<file path="src/rtl/ins_cache_controller.sv">
// ins_cache_controller
//   Direct-mapped instruction cache with a block-fill controller, sitting between
//   the CPU fetch stage and the instruction memory. Lines are 16 bytes. Hits return
//   the instruction word combinationally. A miss stalls the CPU through BUSYWAIT
//   while a block is read over the READ/BUSYWAIT handshake, then the line is filled.
//
// Ports
//   CLK           in   1    system clock, posedge
//   RESET         in   1    synchronous, active-high reset
//   READ          in   1    CPU fetch request
//   ADDRESS       in   32   CPU byte address (PC); bits [1:0] ignored
//   INSTRUCTION   out  32   fetched word, 0 when idle or on a miss
//   BUSYWAIT      out  1    stall to CPU
//   MEM_READ      out  1    block read request to instruction memory
//   MEM_ADDRESS   out  28   block address (registered at miss time)
//   MEM_READDATA  in   128  block from memory, byte 0 in [7:0]
//   MEM_BUSYWAIT  in   1    memory busy; falls when MEM_READDATA is valid
//
// state      | meaning
// -----------+------------------------------------------------------------
// S_IDLE     | serving hits; a miss latches the block address and requests it
// S_MEM_READ | MEM_READ high, waiting for memory to drop MEM_BUSYWAIT
// S_UPDATE   | write the returned block, tag and valid into the line

module ins_cache_controller #(
    parameter int INDEX_BITS = 3,
    parameter int TAG_BITS   = 25    // must equal 28 - INDEX_BITS
) (
    input  logic         CLK,
    input  logic         RESET,
    input  logic         READ,
    input  logic [31:0]  ADDRESS,
    output logic [31:0]  INSTRUCTION,
    output logic         BUSYWAIT,
    output logic         MEM_READ,
    output logic [27:0]  MEM_ADDRESS,
    input  logic [127:0] MEM_READDATA,
    input  logic         MEM_BUSYWAIT
);

    localparam int LINES = 1 << INDEX_BITS;

    typedef enum logic [1:0] {
        S_IDLE     = 2'd0,
        S_MEM_READ = 2'd1,
        S_UPDATE   = 2'd2
    } state_t;

    state_t state;
    state_t state_nxt;

    logic [LINES-1:0]    valid;
    logic [TAG_BITS-1:0] tag_store  [LINES];
    logic [127:0]        data_store [LINES];

    logic [TAG_BITS-1:0]   addr_tag;
    logic [INDEX_BITS-1:0] addr_index;
    logic [1:0]            addr_word;
    logic [INDEX_BITS-1:0] fill_index;
    logic [TAG_BITS-1:0]   fill_tag;
    logic [127:0]          line_data;
    logic                  hit;
    logic                  unused_addr_bits;

    assign addr_tag   = ADDRESS[31:4+INDEX_BITS];
    assign addr_index = ADDRESS[4+INDEX_BITS-1:4];
    assign addr_word  = ADDRESS[3:2];
    // Byte offset within the word is deliberately ignored (no misalignment trap).
    assign unused_addr_bits = ^ADDRESS[1:0];

    // The fill targets the registered block address, so a CPU that changes
    // ADDRESS mid-stall cannot redirect the write to another line.
    assign fill_index = MEM_ADDRESS[INDEX_BITS-1:0];
    assign fill_tag   = MEM_ADDRESS[27:INDEX_BITS];

    assign hit       = READ & valid[addr_index] & (tag_store[addr_index] == addr_tag);
    assign line_data = data_store[addr_index];

    always_comb begin
        INSTRUCTION = 32'h0;
        if (hit && !RESET) begin
            case (addr_word)
                2'd0:    INSTRUCTION = line_data[31:0];
                2'd1:    INSTRUCTION = line_data[63:32];
                2'd2:    INSTRUCTION = line_data[95:64];
                default: INSTRUCTION = line_data[127:96];
            endcase
        end
    end

    always_comb begin
        state_nxt = state;
        BUSYWAIT  = 1'b0;
        MEM_READ  = 1'b0;
        case (state)
            S_IDLE: begin
                BUSYWAIT = READ & ~hit;
                if (READ && !hit) state_nxt = S_MEM_READ;
            end
            S_MEM_READ: begin
                BUSYWAIT = 1'b1;
                MEM_READ = 1'b1;
                if (!MEM_BUSYWAIT) state_nxt = S_UPDATE;
            end
            S_UPDATE: begin
                BUSYWAIT  = 1'b1;
                state_nxt = S_IDLE;
            end
            default: state_nxt = S_IDLE;
        endcase
        if (RESET) BUSYWAIT = 1'b0;
    end

    always_ff @(posedge CLK) begin
        if (RESET) begin
            state       <= S_IDLE;
            valid       <= '0;
            MEM_ADDRESS <= '0;
        end else begin
            state <= state_nxt;
            if (state == S_IDLE && READ && !hit) MEM_ADDRESS <= ADDRESS[31:4];
            if (state == S_UPDATE) valid[fill_index] <= 1'b1;
        end
    end

    // Tag and data arrays carry no reset; the valid bits alone gate their use.
    always_ff @(posedge CLK) begin
        if (!RESET && state == S_UPDATE) begin
            data_store[fill_index] <= MEM_READDATA;
            tag_store[fill_index]  <= fill_tag;
        end
    end

endmodule

</file>
<file path="config.mk">
export PLATFORM = sky130hd
export DESIGN_NAME = ins_cache_controller
export DESIGN_NICKNAME = d
export VERILOG_FILES = /design/src/rtl/ins_cache_controller.sv
export SDC_FILE = /design/constraint.sdc
export NUM_CORES = 1
export LEC_CHECK = 0
export BUFFER_PORTS_ARGS = -buffer_cell sky130_fd_sc_hd__buf_2
export CAP_MARGIN = 10
export CELL_PAD_IN_SITES_DETAIL_PLACEMENT = 1
export CELL_PAD_IN_SITES_GLOBAL_PLACEMENT = 1
export CORE_MARGIN = 2
export CORE_UTILIZATION = 49
export DETAILED_ROUTE_END_ITERATION = 10
export PLACE_DENSITY = 0.86
export REMOVE_ABC_BUFFERS = 1
export SKIP_CTS_REPAIR_TIMING = 1
export SYNTH_ARGS = -nofsm -noshare
export SYNTH_HDL_FRONTEND = slang
export SYNTH_SLANG_ARGS = --single-unit
</file>
<file path="constraint.sdc">
create_clock -name CLK -period 16.9 [get_ports CLK]
set_clock_uncertainty 0.15 [all_clocks]
set_input_delay 1.69 -clock CLK [delete_from_list [all_inputs] [get_ports CLK]]
set_output_delay 1.69 -clock CLK [all_outputs]
set_load 0.01 [all_outputs]
</file>
==> impl.org <==
** Run status
- Status :: complete, no violations

** Logic synthesis
- The complex-gate fraction of the synthesized area is 0.00653.
- Of the total synthesized cell area, the portion taken by full adders, half adders and majority gates is 0.00130.
- In this run, distinct cell masters in the synthesized netlist total 38.
- After synthesis, the share of flip-flops with an asynchronous set or reset is 0.
- Area share of and/or/nand/nor cells after synthesis :: 0.00991
- Ys Warns :: 0
- For this run, the register share of the synthesized area comes to 0.780.
- Mean Syn Cell Area :: between 20 and 25 um2
- The synthesized design contains 1,224 enable-type register cells.
- Combinational family with the most area after synthesis :: multiplexers
- The cell count after synthesis came out at roughly 2k.
- The most used flip-flop cell after synthesis is sky130_fd_sc_hd__edfxtp_1.
- After synthesis the netlist holds a flip-flop and latch count of about 1.3k.
- Fraction of synthesized area in multiplexers :: 0.189
- The cell area that synthesis handed to floorplanning was around 48,000 um2.
- Of the total synthesized cell area, the portion taken by XOR and XNOR cells is 0.00309.

** GRT
- Overflow left after global routing :: 0
- Entering global routing, the biggest net connects around 150 pins.
- For this run, the total global-route usage over all layers was measured as 0.222.
- The via count of the first global-routing pass came to between 20k and 25k.
- The first global-routing pass estimated 162 mm of wire.
- Initial antenna violation count :: 24

** Clocking
- Clock sink total :: 1,262
- Number of buffers on the longest clock path :: 3
- Number of buffers created by CTS :: 132
- Worst-path clk slew :: ~0.060 ns
- # H-tree levels :: 4
- TritonCTS built the clock tree.
- Clock root buffer :: sky130_fd_sc_hd__clkbuf_16
- At the later pin of the worst-skew pair, clock insertion delay measures 0.72 ns.

** Floorplan
- The die is around 320 um wide.
- Pin placement for this block handled 226 I/O pins.
- Floorplan row count :: ~110
- Core Box Area :: 97,000 um2
- The floorplan step set the die height to approximately 320 um.
- The die covers around 100,000 um2.
- Initial Utilization :: 0.496

** Worst setup path
- At the worst endpoint, the arrival time is 7.62 ns.
- The worst register-to-register path begins at state[0]$_SDFFE_PP0P_.
- Number of cell instances on the worst register-to-register path :: 6
- The worst register-to-register path ends at data_store[5][115]$_DFFE_PP_.
- Setup slack of the most critical reg-to-reg path :: 12.99 ns
- The worst setup path is launched from an input port.
- For the worst setup path, the data required time is approximately 15 ns.
- Critical path class :: in -> out
- The worst setup path is captured at a primary output.
- Maximum fanout encountered on the critical timing path :: between 50 and 60

** Placement
- The HPWL after detailed placement is just under 60 mm.
- Timing analysis after detailed placement gives a worst setup slack of 7.45 ns.
- During placement, the flow inserted port buffers numbering around 220.
- Placer's final routability congestion estimate :: ~0.73
- The placed instances occupy a cell area of 50,800 um2.

** Timing
- Of the available clock period, the critical path in the final layout requires 0.560.
- Setup-failing EPs final :: 0
- Relative slew margins :: 0.147
- Crit path setup slack, layout :: between 7 and 8 ns
- Unrepaired setup endpoints after global routing :: no
- Post-Route Setup TNS :: 0 ns
- Static timing analysis puts the maximum clock frequency at around 110 MHz.
- Transition time at the pin with the least slew margin :: 1.28 ns
- Slew Viols, Final :: 0
- Hold Worst Slack :: between 0.3 and 0.4 ns
- The total count of hold-check failures in the final report is 0.
- Shortest clock period the worst path allows after layout :: between 9 and 10 ns

** Drt
- Number of design rule violations left after detail routing :: 0
- Detailed-route wire length per cell :: approximately 30 um
- The first TritonRoute pass finished after 5 iterations.
- Total wirelength of the detailed-routed design :: 109 mm
- Once detail routing completed, the nets flagged for antenna violations numbered 0.
- Vias per inst :: around 6.0
- Summing over every cut layer, the via total after detailed routing is 22.0k.
- For this block, the initial DRC count from the detailed router was about 2.2k.

** Cells and area
- Leaving out fill and tap cells, the most frequent cell in the layout is sky130_fd_sc_hd__edfxtp_1.
- Once layout is complete, the utilization of the core stands at 0.567.
- Total number of nets in the final design :: about 2.5k
- Area overhead of the layout relative to synthesis :: 14.3%
- Layout Cell Area excl Fill :: 55,000 um2
- Ratio of cells with drive above 1 in the final layout :: 0.340
- Most frequent cells in the layout :: sky130_fd_sc_hd__edfxtp_1 (1,224), sky130_fd_sc_hd__mux4_2 (356), sky130_fd_sc_hd__buf_2 (219), sky130_fd_sc_hd__clkbuf_16 (133), sky130_fd_sc_hd__mux2i_1 (107)

** Min path
- Endpoint of the worst hold-timing path :: valid[7]$_SDFFE_PP0N_
- Worst hold start :: valid[7]$_SDFFE_PP0N_
- Hold Path Cell Cnt :: 1
- The min-delay analysis places its worst path in the category reg -> reg.

** Power and ir drop
- Power density of the placed cells :: around 120 nW/um2
- Static leakage :: 17.9 nW
- The worst-case IR drop observed on VDD is around 0.083 mV.

** Flow run
- Max_cap viols :: 0
-- how the worst max path moves through the flow --
stage | start | end | slack (ns) | depth (start not counted)
CTS | ADDRESS[6] | INSTRUCTION[6] | 7.39 | 12
detailed placement | ADDRESS[6] | INSTRUCTION[16] | 7.45 | 12
global placement | ADDRESS[6] | INSTRUCTION[8] | 7.59 | 12
floorplan | RESET | data_store[0][0]$_DFFE_PP_ | -0.52 | 1
finish | ADDRESS[6] | INSTRUCTION[6] | 7.44 | 12
global route | ADDRESS[6] | INSTRUCTION[6] | 7.24 | 12
-- worst max-delay path: stages --
cell	delay [ns]
sky130_fd_sc_hd__clkbuf_8	0.43
sky130_fd_sc_hd__buf_4	0.87
sky130_fd_sc_hd__buf_4	0.78
sky130_fd_sc_hd__mux4_2	0.41
sky130_fd_sc_hd__mux2i_1	0.18
sky130_fd_sc_hd__xor2_1	0.25
sky130_fd_sc_hd__o2111ai_1	0.19
sky130_fd_sc_hd__nor4_2	0.57
sky130_fd_sc_hd__nand4_1	0.94
sky130_fd_sc_hd__buf_4	0.67
sky130_fd_sc_hd__nor2_1	0.24
sky130_fd_sc_hd__buf_2	0.18
-- per-stage QoR --
stage | cells | power, mW
global placement | 3434 | 3.90
global route | 3678 | 6.85
floorplan | 1902 | 3.76
finish | 3678 | 6.66
CTS | 3667 | 6.72
detailed placement | 3434 | 3.92
-- power breakdown --
part	internal, mW	switching (mW)	leakage (nW)	total (mW)
combinational	0.151	0.194	4.50	0.346
sequential	3.48	0.0307	11.4	3.51
clock	1.61	1.20	2.04	2.81
-- sequential cells by signal, indices dropped and copies added (netlist names) --
register	flops
data_store	1024
tag_store	200
MEM_ADDRESS	28
valid	8
state	2
-- layer usage --
| layer | global-route usage | vias to the layer above | routed length, um |
|---|---|---|---|
| met5 | 0 | - | 113 |
| li1 | - | 9161 | - |
| met3 | 0.0416 | 215 | 6510 |
| met4 | 0.0774 | 20 | 2770 |
| met2 | 0.384 | 796 | 57800 |
| met1 | 0.283 | 11800 | 41900 |
-- Yosys cell counts (4+ instances only) --
master                     instances  area [um2]
sky130_fd_sc_hd__a21o_1            8        60.1
sky130_fd_sc_hd__and3_1            7        43.8
sky130_fd_sc_hd__a21oi_1           7        35.0
sky130_fd_sc_hd__nor2_1           66         248
sky130_fd_sc_hd__dfxtp_1          38         761
sky130_fd_sc_hd__inv_1             6        22.5
sky130_fd_sc_hd__buf_2            35         175
sky130_fd_sc_hd__mux4_2          356        8020
sky130_fd_sc_hd__xor2_1           17         149
sky130_fd_sc_hd__clkbuf_1         45         169
sky130_fd_sc_hd__buf_1             9        33.8
sky130_fd_sc_hd__mux2i_1         107        1070
sky130_fd_sc_hd__buf_4            10        75.1
sky130_fd_sc_hd__a22oi_1          14         105
sky130_fd_sc_hd__ha_1              5        62.6
sky130_fd_sc_hd__nand2b_1          4        25.0
sky130_fd_sc_hd__edfxtp_1       1224       36800
sky130_fd_sc_hd__nand2_1          10        37.5
-- layout make-up --
class | instances | area (um2)
Antenna cell | 11 | 27.5
Tap cell | 1276 | 1600
Clock buffer | 161 | 3440
Timing Repair Buffer | 256 | 1460
Multi-Input combinational cell | 634 | 10200
Fill cell | 8140 | 42000
Sequential cell | 1262 | 37500
Clock inverter | 72 | 743
Inverter | 6 | 22.5
-- kinds of logic after synthesis --
group | after synthesis
AO/OA/AOI/OAI | 43
XOR/XNOR | 17
adder cells (fa/ha/maj) | 5
buffers and inverters | 107
flip-flops | 1262
multiplexers | 464
AND/OR/NAND/NOR | 105
No activity file was read; power rests on OpenSTA's default activity.
